`src/rtl/systolic_ctrl.sv`:
```
// -----------------------------------------------------------------------------
// systolic_ctrl
// Sequencer for an N x N output-stationary systolic MAC array.
// Per job it clears the array, drives skewed row/column feed enables for
// K operand pairs, waits for the wavefront to drain, and then presents the
// result rows one at a time over a valid/ready handshake.
//
// Ports:
//   clk        - clock, all state changes on the rising edge
//   rst        - asynchronous active-high reset (aborts any job)
//   start      - job request, sampled only while idle
//   k_len      - inner dimension K, latched when start is accepted
//   busy       - high from the cycle after start acceptance through DONE
//   done       - one-cycle completion pulse
//   err        - one-cycle pulse when start arrives with k_len == 0
//   pe_clr_n   - active-low clear for every PE, low for exactly one cycle
//   feed_cnt   - feed-phase cycle index (address base for the feeders)
//   row_valid  - per-row A feeder enables
//   col_valid  - per-column B feeder enables
//   out_valid  - a result row is presented
//   out_row    - index of the presented result row
//   out_ready  - consumer accepts the row when out_valid && out_ready
// -----------------------------------------------------------------------------
module systolic_ctrl #(
    parameter int N     = 4,
    parameter int K_W   = 8,
    parameter int CNT_W = 10,
    parameter int ROW_W = 2
) (
    input  logic             clk,
    input  logic             rst,
    input  logic             start,
    input  logic [K_W-1:0]   k_len,
    output logic             busy,
    output logic             done,
    output logic             err,
    output logic             pe_clr_n,
    output logic [CNT_W-1:0] feed_cnt,
    output logic [N-1:0]     row_valid,
    output logic [N-1:0]     col_valid,
    output logic             out_valid,
    output logic [ROW_W-1:0] out_row,
    input  logic             out_ready
);

    // Parameter legality: the feed counter must reach K_MAX+N-2 without
    // wrapping, and the row index must be exactly wide enough for N rows.
    generate
        if (N < 2) begin : g_bad_n
            $error("systolic_ctrl: N must be at least 2");
        end
        if (((2 ** K_W) - 1 + N - 2) >= (2 ** CNT_W)) begin : g_bad_cnt_w
            $error("systolic_ctrl: CNT_W too narrow for K_MAX+N-2");
        end
        if (ROW_W != $clog2(N)) begin : g_bad_row_w
            $error("systolic_ctrl: ROW_W must equal clog2(N)");
        end
    endgenerate

    typedef enum logic [2:0] {
        ST_IDLE  = 3'd0,
        ST_CLEAR = 3'd1,
        ST_FEED  = 3'd2,
        ST_DRAIN = 3'd3,
        ST_READ  = 3'd4,
        ST_DONE  = 3'd5
    } state_t;

    localparam logic [CNT_W-1:0] DRAIN_LAST = CNT_W'(N - 2);
    localparam logic [ROW_W-1:0] ROW_LAST   = ROW_W'(N - 1);

    state_t             state_r;
    state_t             state_s;
    logic [K_W-1:0]     k_r;
    logic [K_W-1:0]     k_s;
    logic [CNT_W-1:0]   feed_cnt_s;
    logic [CNT_W-1:0]   feed_last_s;
    logic [CNT_W-1:0]   drain_cnt_r;
    logic [CNT_W-1:0]   drain_cnt_s;
    logic [ROW_W-1:0]   out_row_s;
    logic               err_s;
    logic [N-1:0]       valid_s;

    // Next-state and next-counter logic for the job sequencer.
    always_comb begin
        state_s     = state_r;
        k_s         = k_r;
        feed_cnt_s  = {CNT_W{1'b0}};
        drain_cnt_s = {CNT_W{1'b0}};
        out_row_s   = out_row;
        err_s       = 1'b0;
        // Last feed index K+N-2; K is zero-extended into the counter width.
        feed_last_s = CNT_W'(k_r) + CNT_W'(N - 2);

        case (state_r)
            ST_IDLE: begin
                if (start) begin
                    if (k_len != {K_W{1'b0}}) begin
                        k_s     = k_len;
                        state_s = ST_CLEAR;
                    end else begin
                        err_s   = 1'b1;
                    end
                end else begin
                    state_s = ST_IDLE;
                end
            end
            ST_CLEAR: begin
                state_s = ST_FEED;
            end
            ST_FEED: begin
                if (feed_cnt == feed_last_s) begin
                    state_s = ST_DRAIN;
                end else begin
                    feed_cnt_s = feed_cnt + {{(CNT_W-1){1'b0}}, 1'b1};
                end
            end
            ST_DRAIN: begin
                if (drain_cnt_r == DRAIN_LAST) begin
                    state_s   = ST_READ;
                    out_row_s = {ROW_W{1'b0}};
                end else begin
                    drain_cnt_s = drain_cnt_r + {{(CNT_W-1){1'b0}}, 1'b1};
                end
            end
            ST_READ: begin
                if (out_ready) begin
                    if (out_row == ROW_LAST) begin
                        state_s   = ST_DONE;
                        out_row_s = {ROW_W{1'b0}};
                    end else begin
                        out_row_s = out_row + {{(ROW_W-1){1'b0}}, 1'b1};
                    end
                end else begin
                    out_row_s = out_row;
                end
            end
            ST_DONE: begin
                state_s = ST_IDLE;
            end
            default: begin
                state_s = ST_IDLE;
            end
        endcase
    end

    // Skewed feed enables: lane i is live for feed indices i..i+K-1.
    // Written as (cnt - i) < K so that i+K can never wrap the counter.
    always_comb begin
        valid_s = {N{1'b0}};
        for (int i = 0; i < N; i++) begin
            if ((state_s == ST_FEED) && (feed_cnt_s >= CNT_W'(i))) begin
                valid_s[i] = ((feed_cnt_s - CNT_W'(i)) < CNT_W'(k_s));
            end else begin
                valid_s[i] = 1'b0;
            end
        end
    end

    // State, counters and registered outputs, all derived from next state.
    always_ff @(posedge clk or posedge rst) begin
        if (rst) begin
            state_r     <= ST_IDLE;
            k_r         <= {K_W{1'b0}};
            drain_cnt_r <= {CNT_W{1'b0}};
            feed_cnt    <= {CNT_W{1'b0}};
            out_row     <= {ROW_W{1'b0}};
            busy        <= 1'b0;
            done        <= 1'b0;
            err         <= 1'b0;
            pe_clr_n    <= 1'b0;
            out_valid   <= 1'b0;
            row_valid   <= {N{1'b0}};
            col_valid   <= {N{1'b0}};
        end else begin
            state_r     <= state_s;
            k_r         <= k_s;
            drain_cnt_r <= drain_cnt_s;
            feed_cnt    <= feed_cnt_s;
            out_row     <= out_row_s;
            busy        <= (state_s != ST_IDLE);
            done        <= (state_s == ST_DONE);
            err         <= err_s;
            pe_clr_n    <= (state_s != ST_CLEAR);
            out_valid   <= (state_s == ST_READ);
            row_valid   <= valid_s;
            col_valid   <= valid_s;
        end
    end

endmodule

```
`config.mk`:
```
export PLATFORM = sky130hd
export DESIGN_NAME = systolic_ctrl
export DESIGN_NICKNAME = d
export VERILOG_FILES = /design/src/rtl/systolic_ctrl.sv
export SDC_FILE = /design/constraint.sdc
export NUM_CORES = 1
export LEC_CHECK = 0
export ABC_CLOCK_PERIOD_IN_PS = 11600
export CAP_MARGIN = 10
export CORE_MARGIN = 2
export CORE_UTILIZATION = 52
export CTS_BUF_LIST = sky130_fd_sc_hd__clkbuf_8 sky130_fd_sc_hd__clkbuf_16
export CTS_CLUSTER_DIAMETER = 60
export DETAILED_ROUTE_END_ITERATION = 7
export PLACE_DENSITY = 0.81
export SKIP_LAST_GASP = 1
export SYNTH_ARGS = -nofsm -noshare
export SYNTH_HDL_FRONTEND = slang
export SYNTH_SLANG_ARGS = --single-unit
```
`constraint.sdc`:
```
create_clock -name clk -period 11.6 [get_ports clk]
set_input_delay 2.32 -clock clk [delete_from_list [all_inputs] [get_ports clk]]
set_output_delay 2.32 -clock clk [all_outputs]
set_load 0.02 [all_outputs]
```
==> impl_metrics.py, run 1 <==
metrics = {
    "outcome": {
        "status": "finished, final reports clean",
    },
    "setup_path": {
        "worstRegToRegCells": 21,
        "crit_path_end_kind": "flop",
        "crit_type": "in -> reg",
        "cp.required_ns": 11.84,
        "path_max_fanout": 11,
        "cp_data_arrival_time_ns": 6.11,
        "cp-start-kind": "input port",
    },
    "global_routing": {
        "groute.usage.overall_pct": 26.3,
        "grt_pass1_vias": 3099,
        "antenna_found_initial": 0,
        "grt-ovfl-total": 0,
        "grt_pass1_wl_um": 15700,
        "grt_max_degree": 43,
    },
    "sta": {
        "min_period_ns": 5.87,
        "post-route-period-util_pct": 50.6,
        "worst_pin_slew_ns": 1.10,
        "setup_viol": 0,
        "whs_ns": 0.526,
        "rsz0062_at_grt": "false",
        "slew_violations": 0,
        "fmax_mhz": 170,
        "hold_viol_final": 0,
        "clock-skew-final_ns": 0.0104,
        "max_slew_margin_pct": 26.0,
        "tns_ns": 0,
    },
    "cts": {
        "cts_sinks": 42,
        "cts_buffers": 5,
        "htreeDepth": 2,
        "hold_buffers": 0,
        "cts_resized": 0,
        "clockBufferDepth": 2,
        "cts_root_buf": "clkbuf_8",
        "clkLatencyLatePin_ns": 0.30,
        "cts_tree": "yes",
        "clk_pin_slew_ns": 0.09,
        "cts_setup_buffers": 0,
    },
    "power": {
        "peakVddDrop_v": 0.000111,
        "swShare_pct": 50.9,
        "power_mw": 1.27,
        "p_sw_uw": 648,
        "pwr-share-clk_pct": 9.4,
        "p_comb_share_pct": 72.0,
        "p_int_uw": 624,
        "p_leak_nw": 1.81,
        "pwr_density_cell_nw_per_um2": 309,
        "pwr-share-seq_pct": 18.6,
    },
    "worst_hold_path": {
        "whs_path_depth": 1,
        "min_path_type": "reg -> reg",
    },
    "yosys": {
        "ys_top_cells_by_area": "dfrtp_1 29%, ha_1 13%, xnor2_1 5.8%",
        "synth_edf_count": 0,
        "yosysUniqueCellTypes": 66,
        "synth.cell_area_um2": 3640,
        "yosys-top-cells-count": "42 x dfrtp_1, 39 x nor2_1, 38 x ha_1, 32 x nand2_1, 24 x xnor2_1",
        "synth_ff_type": "dfrtp_1",
        "ys_seq_elements": 42,
        "seq_area_frac_synth_pct": 28.9,
        "netlist_instances": 415,
        "avgSynthCellArea_um2": 8.76,
        "yosys.area.top_type": "dfrtp_1",
        "yosysWarningCount": 0,
        "yosysMostFrequentCell": "dfrtp_1",
        "synthArstFlopShare_pct": 100,
        "synth_nets": 465,
        "yosysTopAreaCellShare_pct": 28.9,
    },
    "floorplanning": {
        "start_util_pct": 53.5,
        "die_x_um": 87.6,
        "core_area_um2": 6790,
        "rows": 30,
        "dieArea_um2": 7680,
        "die_h_um": 87.6,
        "num_io_pins": 37,
    },
    "cells_and_area": {
        "fill_cells": 605,
        "synthToLayoutAreaGrowth_pct": 13.2,
        "drive_above_1_share_pct": 6.85,
        "antenna_cells": 0,
        "nets": 487,
        "finalNonFillerCells": 534,
    },
    "place": {
        "globalplace.congestion": 0.944,
        "dp_cells": 526,
        "dpl.hpwl_um": 7170,
        "portBuffers": 36,
    },
    "drt": {
        "post_drt_wl_per_cell_um": 17.4,
        "wl_um": 9310,
        "first_iter_violations": 252,
        "drc": 0,
        "vias_per_cell": 5.95,
        "dr_total_vias": 3178,
        "antenna_left": 0,
        "dr.pass1.iters": 4,
    },
    "flow_run": {
        "drv_cap": 0,
    },
}
## power by group through the flow
| stage | Sequential (mW) | Combinational [mW] | Clock (mW) |
|---|---|---|---|
| 3_3_place_gp | 0.237 | 0.884 | 0 |
| 3_5_place_dp | 0.238 | 0.893 | 0 |
| 2_1_floorplan | 0.220 | 0.683 | 0 |
| 6_report | 0.237 | 0.916 | 0.120 |
| 4_1_cts | 0.235 | 0.899 | 0.121 |
| 5_1_grt | 0.243 | 1.03 | 0.127 |
## sequential cells by signal, summed over array words and instances, names as in the netlist
name         cells
drain_cnt_r     10
feed_cnt        10
k_r              8
done             1
out_row          2
pe_clr_n         1
col_valid        4
busy             1
out_valid        1
state_r          3
err              1
## path summary, 6_finish.rpt
kind,from,endpoint,slack (ns)
max in group asynchronous,rst,feed_cnt[0]$_DFF_PP0_,8.77
worst min register to register,drain_cnt_r[0]$_DFF_PP0_,drain_cnt_r[0]$_DFF_PP0_,0.53
min in group asynchronous,rst,feed_cnt[6]$_DFF_PP0_,2.46
worst max register to register,k_r[1]$_DFF_PP0_,col_valid[3]$_DFF_PP0_,6.68
worst max-delay path,k_len[5],col_valid[2]$_DFF_PP0_,5.73
worst min-delay path,drain_cnt_r[0]$_DFF_PP0_,drain_cnt_r[0]$_DFF_PP0_,0.53
## cell type report
class	count	area [um2]	share of cell area, %
Timing Repair Buffer	38	375	9.12
Multi-Input combinational cell	327	2370	57.6
Clock inverter	3	45.0	1.09
Sequential cell	42	1050	25.5
Clock buffer	5	68.8	1.67
Tap cell	96	120	2.92
Inverter	23	86.3	2.10
## stage by stage
| step | area (um2) | setup slack [ns] | util, % |
|---|---|---|---|
| final | 4120 | 5.73 | 60.6 |
| after global routing | 4120 | 5.38 | 60.6 |
| after CTS | 4120 | 5.76 | 60.6 |
| after detailed placement | 4000 | 5.48 | 58.9 |
| after global placement | 4000 | 5.63 | 58.9 |
| after floorplan | 3640 | 6.60 | - |
## critical path, stage by stage
cell and delay, ns:
clkdlybuf4s50_1 0.44, or4_1 0.54, o21ai_0 0.87, a22oi_1 0.39
ha_1 0.42, a21o_1 0.18, a21o_1 0.17, a21o_1 0.16
a21o_1 0.16, a211oi_1 0.24, o2111a_1 0.21
## cell usage in the layout, fill, tap and decap left out, types with 10 or more instances in the layout
| cell type | n |
|---|---|
| dfrtp_1 | 42 |
| nor2_1 | 39 |
| ha_1 | 38 |
| clkdlybuf4s50_1 | 36 |
| nand2_1 | 32 |
| xnor2_1 | 24 |
| inv_1 | 21 |
| a21oi_1 | 18 |
| nor3_1 | 14 |
| nand3_1 | 14 |
| xor2_1 | 14 |
| o21ai_0 | 13 |
| a21o_1 | 10 |
## metal layers
layer / wire length [um] / vias up / global-route usage (%)
met2: 4460 / 109 / 43.6
met3: 446 / 18 / 3.77
met5: 0 / - / 0
met1: 4230 / 1510 / 35.5
met4: 174 / 0 / 8.67
li1: - / 1541 / -
## cell families (layout without fill, tap and decap cells)
group | count (synthesis) | after routing | synth area share [%]
adders and majority gates | 38 | 38 | 13.1
and+or+nand+nor | 158 | 158 | 23.3
xor gates and xnor gates | 38 | 38 | 9.15
muxes | 4 | 4 | 1.14
buffers and inverters | 46 | 69 | 5.92
DFF | 42 | 42 | 28.9
AOI/OAI and AO/OA | 89 | 89 | 18.6
Note: power is estimated with default switching activity, not from simulation.
==> run 2, diff against run 1 <==
ABC_CLOCK_PERIOD_IN_PS = 5400   (was 11600)
PLACE_DENSITY = 0.84   (was 0.81)
clock period = 5.4 ns   (was 11.6 ns; I/O delays follow)
==> run 2 against run 1 <==
- first-iteration DRC count grew 31%
- via count grew 2.8%
- cell count grew 1.1%
- clock-buffer cell count is the same
- core utilization grew 0.22 points
- hold slack lost 0.0077 ns
- non-clock buffer count grew 7
- die area is the same
- routed wire length is essentially flat
- critical endpoint is now col_valid[3]$_DFF_PP0_
- largest power group unchanged
==> impl_metrics.py, run 2 (same netlist as run 1, synthesis figures left out) <==
metrics = {
    "outcome": {
        "status": "finished, final reports clean",
    },
    "setup_path": {
        "cp.required_ns": 5.59,
        "crit_type": "reg -> reg",
        "r2r_start": "k_r[1]$_DFF_PP0_",
        "cp-start-kind": "flop",
        "reg2reg_slack_ns": 0.80,
        "path_max_fanout": 8,
        "cp_data_arrival_time_ns": 4.79,
        "crit_path_end_kind": "flop",
        "startpoint": "k_r[1]$_DFF_PP0_",
    },
    "drt": {
        "post_drt_wl_per_cell_um": 17.2,
        "first_iter_violations": 331,
        "vias_per_cell": 6.05,
        "wl_um": 9300,
        "dr_total_vias": 3267,
        "antenna_left": 0,
        "drc": 0,
        "drt-met1-wl_um": 4120,
        "met3_length_um": 480,
        "wl_met2_um": 4470,
        "dr.max_layer_used": "met4",
        "dr.pass1.iters": 5,
    },
    "cts": {
        "cts_resized": 0,
        "cts_root_buf": "clkbuf_8",
        "cts_tree": "yes",
        "clockBufferDepth": 2,
        "clk_pin_slew_ns": 0.08,
        "hold_buffers": 0,
        "cts_buffers": 5,
        "cts_setup_buffers": 0,
        "cts_sinks": 42,
        "clkLatencyLatePin_ns": 0.30,
        "htreeDepth": 2,
    },
    "sta": {
        "fmax_mhz": 217,
        "max_slew_margin_pct": 41.4,
        "worst_pin_slew_ns": 0.876,
        "setup_viol": 0,
        "slew_violations": 0,
        "post-route-period-util_pct": 85.2,
        "min_period_ns": 4.60,
        "hold_viol_final": 0,
        "clock-skew-final_ns": 0.0128,
        "tns_ns": 0,
        "rsz0062_at_grt": "false",
    },
    "floorplanning": {
        "core_area_um2": 6790,
        "die_x_um": 87.6,
        "start_util_pct": 53.5,
        "rows": 30,
        "die_h_um": 87.6,
        "num_io_pins": 37,
        "dieArea_um2": 7680,
    },
    "cells_and_area": {
        "antenna_cells": 0,
        "reg_top3": "drain_cnt_r: 10 flops, feed_cnt: 10 flops, k_r: 8 flops",
        "final_common_cell": "dfrtp_1",
        "fin_area_um2": 4130,
        "synthToLayoutAreaGrowth_pct": 13.6,
        "layout_common_cells": "42 x dfrtp_1, 39 x nor2_1, 38 x ha_1",
        "fin_util_pct": 60.8,
        "nets": 494,
        "fill_cells": 583,
        "finalNonFillerCells": 540,
        "drive_above_1_share_pct": 7.66,
    },
    "place": {
        "portBuffers": 36,
        "place_area_um2": 4060,
        "dpl.hpwl_um": 7290,
        "dp_cells": 533,
        "globalplace.congestion": 0.989,
    },
    "global_routing": {
        "grt-ovfl-total": 0,
        "grt_max_degree": 43,
        "antenna_found_initial": 0,
        "grt_pass1_wl_um": 15400,
        "groute.usage.overall_pct": 26.1,
        "grt_pass1_vias": 3084,
    },
    "power": {
        "peakVddDrop_v": 0.000284,
        "p_leak_nw": 1.84,
        "pwr_density_cell_nw_per_um2": 648,
        "power_mw": 2.68,
    },
    "worst_hold_path": {
        "min_path_type": "reg -> reg",
        "hp-start": "drain_cnt_r[0]$_DFF_PP0_",
    },
    "flow_run": {
        "drv_cap": 0,
    },
}
==> run 2: cell types whose count changed in the layout (fill, tap and decap cells not counted) <==
cell        change
clkinvlp_4      -2
inv_1           +2
buf_4           +7
bufinv_16       -1
==> run 2: worst max-delay path, stage by stage, from the launching register on <==
cell	delay (ns)
dfrtp_1	0.49
ha_1	0.38
inv_1	0.12
a2111oi_2	0.40
nor4bb_2	0.14
o41a_1	0.46
nand2_1	0.21
inv_1	0.16
ha_1	0.22
inv_1	0.05
o21ai_0	0.12
or2_2	0.38
nor2b_1	0.16
xnor2_1	0.17
nand2_1	0.10
ha_1	0.31
nand4_1	0.12
nor3_1	0.18
o31ai_1	0.12
nand4_1	0.15
a21oi_1	0.05
==> run 2: report_power, final <==
group	internal, mW	switching, mW
sequential	0.381	0.111
clock	0.0853	0.103
combinational	0.846	1.15
total	1.31	1.36
==> run 2: metal layers <==
layer | vias to the layer above | GRT usage (%)
met2 | 119 | 42.4
met4 | 0 | 8.53
met5 | - | 0
li1 | 1539 | -
met1 | 1585 | 35.7
met3 | 24 | 4.24
==> run 2: path summary, 6_finish.rpt <==
kind | to | cells after the start
worst max-delay path | col_valid[3]$_DFF_PP0_ | 20
worst min-delay path | drain_cnt_r[0]$_DFF_PP0_ | 1
worst max register to register | col_valid[3]$_DFF_PP0_ | 20
worst min register to register | drain_cnt_r[0]$_DFF_PP0_ | 1
max in group asynchronous | drain_cnt_r[3]$_DFF_PP0_ | 3
min in group asynchronous | pe_clr_n$_DFF_PP0_ | 3
==> run 2: final cells by class <==
class	count	area [um2]	share of cell area, %
sequential	42	1050	25.4
tap	96	120	2.91
clock inverter	2	7.51	0.182
clock buffer	5	68.8	1.67
multi-input combinational	327	2370	57.4
inverter	23	86.3	2.09
timing repair buffer	45	428	10.4
==> run 2: metrics by stage <==
stage / hold WS, ns / worst slack [ns]
after floorplan: 0.467 / 1.39
after global placement: 0.497 / 0.974
after detailed placement: 0.513 / 0.887
after CTS: 0.524 / 0.872
after global routing: 0.554 / 0.492
final: 0.519 / 0.797
==> run 3, diff against run 2 <==
CAP_MARGIN = 5   (was 10)
CORE_ASPECT_RATIO = 0.8   (was unset)
==> run 3 against run 2 <==
- routed wire length up 6.9%
- cell area barely moved
- cell count is 2.2% lower
- combinational power increased by 3%
- die area hardly changed
- non-clock buffer count down 3
- first-iteration DRC count up 25%
- worst setup slack got worse by 0.15 ns
- critical endpoint is now col_valid[1]$_DFF_PP0_
- highest routed layer unchanged
==> impl_metrics.py, run 3 (same netlist as run 1, synthesis figures left out) <==
metrics = {
    "outcome": {
        "status": "finished, final reports clean",
    },
    "drt": {
        "antenna_left": 0,
        "vias_per_cell": 6.39,
        "post_drt_wl_per_cell_um": 18.8,
        "drc": 0,
        "dr_total_vias": 3376,
        "first_iter_violations": 414,
        "wl_um": 9940,
        "dr.pass1.iters": 6,
    },
    "floorplanning": {
        "num_io_pins": 37,
        "start_util_pct": 53.3,
        "core_area_um2": 6820,
        "rows": 27,
        "die_h_um": 78.8,
        "die_x_um": 97.5,
        "dieArea_um2": 7680,
    },
    "power": {
        "pwr_density_cell_nw_per_um2": 679,
        "peakVddDrop_v": 0.000508,
        "p_leak_nw": 1.84,
    },
    "sta": {
        "min_period_ns": 4.75,
        "worst_pin_slew_ns": 0.873,
        "setup_viol": 0,
        "tns_ns": 0,
        "max_slew_margin_pct": 41.6,
        "slew_violations": 0,
        "fmax_mhz": 211,
        "rsz0062_at_grt": "false",
        "post-route-period-util_pct": 88.0,
        "clock-skew-final_ns": 0.0115,
        "hold_viol_final": 0,
    },
    "cts": {
        "clockBufferDepth": 2,
        "cts_setup_buffers": 0,
        "cts_buffers": 5,
        "clkLatencyLatePin_ns": 0.31,
        "cts_sinks": 42,
        "clk_pin_slew_ns": 0.09,
        "cts_root_buf": "clkbuf_8",
        "hold_buffers": 0,
        "cts_tree": "yes",
        "htreeDepth": 2,
        "cts_resized": 0,
    },
    "global_routing": {
        "met2_usage_pct": 37.8,
        "use_met1_pct": 36.6,
        "grt_max_degree": 43,
        "groute.usage.overall_pct": 25.7,
        "grt_use_met3_pct": 7.92,
        "antenna_found_initial": 0,
        "top_usage_layer": "met2",
        "grt_pass1_wl_um": 15600,
        "grt-ovfl-total": 0,
        "grt_pass1_vias": 3043,
    },
    "setup_path": {
        "reg2reg_slack_ns": 0.65,
        "r2r_start": "k_r[1]$_DFF_PP0_",
        "endpoint": "col_valid[1]$_DFF_PP0_",
        "path_max_fanout": 10,
        "r2r-end": "col_valid[1]$_DFF_PP0_",
        "cp.required_ns": 5.62,
        "crit_path_end_kind": "flop",
        "cp_data_arrival_time_ns": 4.97,
        "worstRegToRegCells": 18,
        "crit_type": "reg -> reg",
        "cp-start-kind": "flop",
        "startpoint": "k_r[1]$_DFF_PP0_",
    },
    "cells_and_area": {
        "fin_area_um2": 4140,
        "nets": 491,
        "final_common_cell": "dfrtp_1",
        "reg_top3": "drain_cnt_r: 10 flops, feed_cnt: 10 flops, k_r: 8 flops",
        "layout_common_cells": "42 x dfrtp_1, 39 x nor2_1, 38 x ha_1",
        "antenna_cells": 0,
        "drive_above_1_share_pct": 7.48,
        "synthToLayoutAreaGrowth_pct": 13.7,
        "fill_cells": 572,
    },
    "place": {
        "portBuffers": 36,
        "dpl.hpwl_um": 7510,
        "place_area_um2": 4020,
        "globalplace.congestion": 0.986,
    },
    "worst_hold_path": {
        "min_path_type": "reg -> reg",
    },
    "flow_run": {
        "drv_cap": 0,
    },
}
==> run 3: cell types whose count changed in the layout (fill, tap and decap cells not counted) <==
cell	before	now
buf_4	9	6
inv_1	23	21
clkbuf_8	5	6
bufinv_16	0	1
==> run 3: stage by stage <==
stage	util [%]	power [mW]	std cells	worst slack [ns]	hold slack [ns]
floorplan	-	1.94	415	1.39	0.467
CTS	60.6	2.74	528	0.752	0.506
finish	60.6	2.81	528	0.651	0.503
detailed placement	58.9	2.45	521	0.782	0.495
global route	60.6	3.01	528	0.418	0.530
global placement	58.9	2.37	521	1.02	0.488
==> run 3: routing by layer <==
metal | vias to the layer above | wire, um
li1 | 1543 | -
met1 | 1556 | 4260
met2 | 242 | 4200
met3 | 35 | 1260
met4 | 0 | 220
met5 | - | 0
==> run 3: cell type report <==
| type | instances | area [um2] | area share, % |
|---|---|---|---|
| Multi-Input combinational cell | 327 | 2370 | 57.3 |
| Sequential cell | 42 | 1050 | 25.4 |
| Timing Repair Buffer | 42 | 405 | 9.80 |
| Tap cell | 87 | 109 | 2.63 |
| Inverter | 23 | 86.3 | 2.09 |
| Clock buffer | 6 | 82.6 | 2.00 |
| Clock inverter | 1 | 30.0 | 0.726 |
==> run 3: worst min path at each step <==
stage | startpoint | endpoint | slack [ns] | cells after the start
after floorplan | drain_cnt_r[0]$_DFF_PP0_ | drain_cnt_r[0]$_DFF_PP0_ | 0.47 | 1
after global placement | drain_cnt_r[0]$_DFF_PP0_ | drain_cnt_r[0]$_DFF_PP0_ | 0.49 | 1
after detailed placement | drain_cnt_r[0]$_DFF_PP0_ | drain_cnt_r[0]$_DFF_PP0_ | 0.50 | 1
after CTS | drain_cnt_r[0]$_DFF_PP0_ | drain_cnt_r[0]$_DFF_PP0_ | 0.51 | 1
after global routing | drain_cnt_r[0]$_DFF_PP0_ | drain_cnt_r[0]$_DFF_PP0_ | 0.53 | 1
final | drain_cnt_r[0]$_DFF_PP0_ | drain_cnt_r[0]$_DFF_PP0_ | 0.50 | 1
==> run 3: critical path, cell delays in order (launching register included) <==
cell,delay [ns]
dfrtp_1,0.52
ha_1,0.40
a21oi_1,0.07
o21ai_1,0.15
nor4bb_2,0.51
o41ai_4,0.13
buf_4,0.21
nor2_2,0.32
inv_1,0.14
ha_1,0.19
nor2b_1,0.16
nor2_1,0.29
nand2_1,0.11
mux2i_1,0.14
a21oi_1,0.19
ha_1,0.29
a2111oi_0,0.44
nand4_1,0.17
nor4_2,0.22
==> run 3: where the power goes <==
group / internal [mW] / total, mW / switching (mW)
logic: 0.843 / 2.05 / 1.20
clock network: 0.148 / 0.266 / 0.117
registers: 0.381 / 0.496 / 0.116
total: 1.37 / 2.81 / 1.44
